File: src/rtl/proc_ctrl_pkg.sv
// Shared definitions for the processor run controller, its core and its bench.
// State encodings are fixed so that waveforms and external monitors can decode them.
package proc_ctrl_pkg;

    typedef enum logic [2:0] {
        ST_IDLE     = 3'd0,
        ST_LOAD     = 3'd1,
        ST_RST_HOLD = 3'd2,
        ST_RUN      = 3'd3,
        ST_HALTED   = 3'd4,
        ST_TIMEOUT  = 3'd5,
        ST_ERROR    = 3'd6
    } state_t;

    localparam int DEF_RST_CYCLES     = 2;
    localparam int DEF_TIMEOUT_CYCLES = 4096;

    // lc-2k opcode field sits in bits [24:22] of the instruction word
    localparam logic [2:0] LC2K_OP_HALT = 3'b110;

endpackage

File: src/rtl/sat_counter.sv
// Purpose: up-counter with synchronous clear that sticks at all-ones.
// Latency: value updates one cycle after clr/inc; clr has priority over inc.
// Backpressure: none, inc is sampled every cycle.
module sat_counter #(
    parameter int W = 32
) (
    input  logic         clk,
    input  logic         rst,
    input  logic         clr,
    input  logic         inc,
    output logic [W-1:0] value
);

    always_ff @(posedge clk or negedge rst) begin
        if (!rst) begin
            value <= '0;
        end else if (clr) begin
            value <= '0;
        end else if (inc && (value != '1)) begin
            value <= value + 1'b1;
        end
    end

endmodule

File: src/rtl/proc_run_ctrl.sv
// Purpose: hold core in reset, stream program into imem, release, count and watch the run.
// Latency: imem write one cycle after ld handshake; status outputs registered from next state.
// Backpressure: ld_ready high only in LOAD; words are taken one per cycle with no internal buffering.
module proc_run_ctrl
    import proc_ctrl_pkg::*;
#(
    parameter int RST_CYCLES     = DEF_RST_CYCLES,
    parameter int ADDR_W         = 16,
    parameter int DATA_W         = 32,
    parameter int CNT_W          = 32,
    parameter int TIMEOUT_CYCLES = DEF_TIMEOUT_CYCLES
) (
    input  logic              clk,
    input  logic              rst,
    input  logic              start,
    input  logic              skip_load,
    input  logic              ld_valid,
    input  logic [DATA_W-1:0] ld_data,
    input  logic              ld_last,
    output logic              ld_ready,
    output logic              imem_we,
    output logic [ADDR_W-1:0] imem_addr,
    output logic [DATA_W-1:0] imem_wdata,
    output logic              core_rst,
    input  logic              core_halt,
    input  logic              core_retire,
    output logic              busy,
    output logic              done,
    output logic              timed_out,
    output logic              load_err,
    output logic [ADDR_W:0]   words_loaded,
    output logic [CNT_W-1:0]  cycle_count,
    output logic [CNT_W-1:0]  retire_count
);

    localparam int                HW        = (RST_CYCLES > 1) ? $clog2(RST_CYCLES) : 1;
    localparam logic [HW-1:0]     HOLD_LAST = HW'(RST_CYCLES - 1);
    localparam logic [CNT_W-1:0]  TO_LAST   = CNT_W'(TIMEOUT_CYCLES - 1);
    localparam logic [ADDR_W-1:0] ADDR_MAX  = '1;

    state_t            state, state_nxt;
    logic [ADDR_W-1:0] addr;
    logic [HW-1:0]     hold_cnt;
    logic              ld_fire;
    logic              cnt_clr;
    logic              cyc_inc;
    logic              ret_inc;

    assign ld_fire = ld_valid && (state == ST_LOAD);
    assign cnt_clr = (state_nxt == ST_RST_HOLD) && (state != ST_RST_HOLD);
    assign cyc_inc = (state == ST_RUN);
    assign ret_inc = (state == ST_RUN) && core_retire;

    always_ff @(posedge clk or negedge rst) begin
        if (!rst) begin
            state <= ST_IDLE;
        end else begin
            state <= state_nxt;
        end
    end

    always_comb begin
        state_nxt = state;
        unique case (state)
            ST_IDLE, ST_HALTED, ST_TIMEOUT, ST_ERROR: begin
                if (start) begin
                    state_nxt = skip_load ? ST_RST_HOLD : ST_LOAD;
                end
            end
            ST_LOAD: begin
                // a last word in the top slot still fits; only a further word overflows
                if (ld_fire) begin
                    if (ld_last) begin
                        state_nxt = ST_RST_HOLD;
                    end else if (addr == ADDR_MAX) begin
                        state_nxt = ST_ERROR;
                    end
                end
            end
            ST_RST_HOLD: begin
                if (hold_cnt == HOLD_LAST) begin
                    state_nxt = ST_RUN;
                end
            end
            ST_RUN: begin
                if (core_halt) begin
                    state_nxt = ST_HALTED;
                end else if ((TIMEOUT_CYCLES != 0) && (cycle_count == TO_LAST)) begin
                    state_nxt = ST_TIMEOUT;
                end
            end
            default: state_nxt = ST_IDLE;
        endcase
    end

    always_ff @(posedge clk or negedge rst) begin
        if (!rst) begin
            addr         <= '0;
            words_loaded <= '0;
            hold_cnt     <= '0;
            imem_we      <= 1'b0;
            imem_addr    <= '0;
            imem_wdata   <= '0;
        end else begin
            imem_we <= ld_fire;
            if (ld_fire) begin
                imem_addr    <= addr;
                imem_wdata   <= ld_data;
                addr         <= addr + 1'b1;
                words_loaded <= words_loaded + 1'b1;
            end
            if ((state_nxt == ST_LOAD) && (state != ST_LOAD)) begin
                addr         <= '0;
                words_loaded <= '0;
            end
            hold_cnt <= (state == ST_RST_HOLD) ? hold_cnt + 1'b1 : '0;
        end
    end

    // status is registered from the next state so it lines up with the state register
    always_ff @(posedge clk or negedge rst) begin
        if (!rst) begin
            core_rst  <= 1'b1;
            ld_ready  <= 1'b0;
            busy      <= 1'b0;
            done      <= 1'b0;
            timed_out <= 1'b0;
            load_err  <= 1'b0;
        end else begin
            core_rst  <= (state_nxt != ST_RUN);
            ld_ready  <= (state_nxt == ST_LOAD);
            busy      <= (state_nxt == ST_RST_HOLD) || (state_nxt == ST_LOAD) || (state_nxt == ST_RUN);
            done      <= (state_nxt == ST_HALTED);
            timed_out <= (state_nxt == ST_TIMEOUT);
            load_err  <= (state_nxt == ST_ERROR);
        end
    end

    sat_counter #(.W(CNT_W)) u_cycle_cnt (
        .clk   (clk),
        .rst   (rst),
        .clr   (cnt_clr),
        .inc   (cyc_inc),
        .value (cycle_count)
    );

    sat_counter #(.W(CNT_W)) u_retire_cnt (
        .clk   (clk),
        .rst   (rst),
        .clr   (cnt_clr),
        .inc   (ret_inc),
        .value (retire_count)
    );

endmodule

File: config.mk
export PLATFORM = sky130hd
export DESIGN_NAME = proc_run_ctrl
export DESIGN_NICKNAME = d
export VERILOG_FILES = /design/src/rtl/proc_ctrl_pkg.sv /design/src/rtl/sat_counter.sv /design/src/rtl/proc_run_ctrl.sv
export SDC_FILE = /design/constraint.sdc
export NUM_CORES = 1
export LEC_CHECK = 0
export CAP_MARGIN = 40
export CORE_UTILIZATION = 45
export DETAILED_ROUTE_END_ITERATION = 6
export GPL_TIMING_DRIVEN = 0
export PLACE_DENSITY = 0.73
export RECOVER_POWER = 100
export SLEW_MARGIN = 25
export SYNTH_ARGS = -nofsm -noshare
export SYNTH_HDL_FRONTEND = slang
export SYNTH_SLANG_ARGS = --single-unit
File: constraint.sdc
create_clock -name clk -period 3.3 [get_ports clk]
set_input_delay 0.495 -clock clk [delete_from_list [all_inputs] [get_ports clk]]
set_output_delay 0.495 -clock clk [all_outputs]
set_load 0.05 [all_outputs]
==> results of run 1 <==
[power breakdown]
group          switching (mW)  internal (mW)  total [mW]
combinational            1.84          0.817        2.66
clock                   0.770           1.20        1.97
sequential              0.170           2.20        2.37
[final cells by class]
class | instances | area share
inverter | 11 | 0.00413
sequential | 156 | 0.391
multi-input combinational | 586 | 0.323
clock buffer | 20 | 0.0447
clock inverter | 11 | 0.0145
tap | 216 | 0.0270
buffer | 31 | 0.0200
timing repair buffer | 176 | 0.176
[state kept, by name, summed over array words and instances, names as in the netlist]
| register | cells |
|---|---|
| words_loaded | 17 |
| load_err | 1 |
| busy | 1 |
| imem_we | 1 |
| timed_out | 1 |
| ld_ready | 1 |
| u_cycle_cnt.value | 32 |
| imem_wdata | 32 |
| imem_addr | 16 |
| addr | 16 |
| core_rst | 1 |
| hold_cnt | 1 |
| done | 1 |
| state | 3 |
| u_retire_cnt.value | 32 |
[cell usage in the layout, fill, tap and decap left out, drive strengths merged, types with 2 or more instances in the layout]
cell type and instances:
a2111oi 2, nor4 14, nor2 119, nand2 187, clkinv 5, dfrtp 155, a31oi 4, buf 13
and3 24, clkbuf 40, a211oi 5, inv 11, dlygate4sd3 137, ha 4, a21oi 5, nor3b 2
and4 10, clkdlybuf4s50 37, clkinvlp 3, nor3 15, xor2 51, o21ai 5, and4b 2, nand4 38
and2 8, xnor2 38, bufinv 3, nand3 30, or3 3, nand2b 3
[kinds of logic (layout without fill, tap and decap cells)]
family,count (synthesis),count (layout),synth area share
buffers and inverters,42,249,0.0324
adder cells (fa/ha/maj),4,4,0.00672
AO/OA/AOI/OAI,29,29,0.0292
multiplexers,1,1,0.00134
AND/OR/NAND/NOR,463,463,0.301
XOR/XNOR,89,89,0.105
flip-flops,156,156,0.525
[path summary, 6_finish.rpt]
check,startpoint,end,slack [ps]
max,ld_valid,u_retire_cnt.value[9],250
min in group asynchronous,rst,imem_wdata[3],450
min reg2reg,hold_cnt,hold_cnt,430
min,hold_cnt,hold_cnt,430
max reg2reg,state[1],u_retire_cnt.value[9],310
max in group asynchronous,rst,u_cycle_cnt.value[2],740
[layer usage]
metal,up-vias,global-route usage
li1,3024,-
met1,2931,0.277
met2,154,0.339
met3,14,0.0623
met4,0,0.0649
met5,-,0
[worst max-delay path: stages]
cell and delay [ps]:
dlygate4sd3_1 550, nand4bb_1 230, nor3_4 400, nand3_1 140, a211o_1 320, buf_6 140, nor4_4 770, buf_6 240
nor2_1 60
[metrics by stage]
stage                      util  instance area (um^2)  std cells  total power, mW
after floorplan               -                  7440        784             4.32
after global placement    0.592                  9470       1175             5.20
after detailed placement  0.594                  9500       1176             5.23
after CTS                 0.631                 10100       1207             7.22
after global routing      0.625                  9990       1207             7.36
final                     0.625                  9990       1207             7.00
==> out/metrics.yaml, run 1 <==
logic_synthesis:
  synth_nets: 828
  synth-seq-area-share: 0.525
  yosys.cell_count.top_type: "nand2_1"
  synth_edf_count: 0
  synth_area_leaders: "dfrtp_1 52%, nand2_1 9.4%, xor2_1 6.0%, nor2_1 5.0%, xnor2_1 4.5%"
  synth_top_area_share: 0.521
  synth_top_area_cell: "dfrtp_1"
  synthesis.area_um2: 7440
  ys_top_cells_by_count: "187 x nand2_1, 155 x dfrtp_1, 99 x nor2_1"
  ys_ff_latch: 156
  ys_warn_count: 0
  netlist_instances: 784
  synthDistinctLibCells: 53
  ys_async_sr_fraction: 1.00
  synth.avg_cell_area_um2: 9.50
  ys_dominant_reg_cell: "dfrtp_1"
grt:
  grt_max_degree: 92
  grt_first_pass_wirelength_mm: 28.2
  grt_pass1_vias: 5785
  antenna_found_initial: 0
  grt_usage: 0.212
  overflow: 0
drt:
  antenna_left: 0
  m1WireLength_mm: 7.90
  drtPass1Iterations: 4
  via_count: 6123
  route.detailed.drc: 0
  drt_iter0_drc: 290
  wl_met2_mm: 8.41
  via_per_inst: 5.07
  wl_per_cell_um: 14.6
  route.met3.wl_mm: 1.18
  dr.max_layer_used: "met4"
  wl_mm: 17.6
cells_and_area:
  nets: 1023
  multi_input_area_um2: 3230
  n_antenna_cell: 0
  fill_cells: 1417
  final_layout_size_suffix_gt1_frac: 0.0555
  regArea_um2: 3910
  syn_to_final_growth_pct: 34.3
worst_setup_path:
  path_max_fanout: 10
  required_ps: 3610
  crit_arrival_ps: 3360
  rr_worst_depth: 9
  critPathKind: "in2reg"
  cp-start-kind: "input port"
  end_kind: "flip-flop"
cts:
  post_cts_buffers: 0
  cts_tree: "built"
  cts_buffers: 17
  ctsHoldBuffers: 0
  post_cts_resize_count: 0
  ctsLongestPathBuffers: 2
  root_buffer: "clkbuf_16"
  htreeDepth: 4
  cts.sinks: 156
  insertion_delay_ps: 420
  clk_pin_slew_ps: 60
outcome:
  violations: "max-capacitance violations, max-slew violations"
  status: "finished, violations left"
floorplan:
  start_util: 0.465
  core_area_um2: 16000
  die-width_um: 131
  die_h_um: 131
  die_area_um2: 17100
  ios: 176
  num_rows: 46
sta:
  finalCritPeriodShare: 0.924
  post-route-min-period_ps: 3050
  clock.fmax_mhz: 328
  tns_ps: 0
  rsz0062_at_grt: "false"
  setup_slack_ps: 252
  hold_viol: 0
  tightest_slew_ps: 1620
  setup_violations: 0
  relSlewSlack: -0.0785
  hold_ws_ps: 429
  finalMaxSlewViolations: 67
  skew_ps: 11.6
hold_path:
  hold_class: "reg2reg"
  hold_depth: 1
pwr:
  p_leak_nw: 4.89
  p_per_area_nw_per_um2: 700
  vdd_ir_drop_max_mv: 0.444
place:
  gp_congestion: 0.817
  hpwl_mm: 12.5
  place_ws_ps: -82.6
  port_buffers: 175
run:
  drv_cap: 1
(Power assumes the default switching activity.)
==> run 2, diff against run 1 <==
CTS_CLUSTER_SIZE = 20   (was unset)
==> results of run 2 <==
The final DEF is identical to that of run 1; final timing and power are the same.
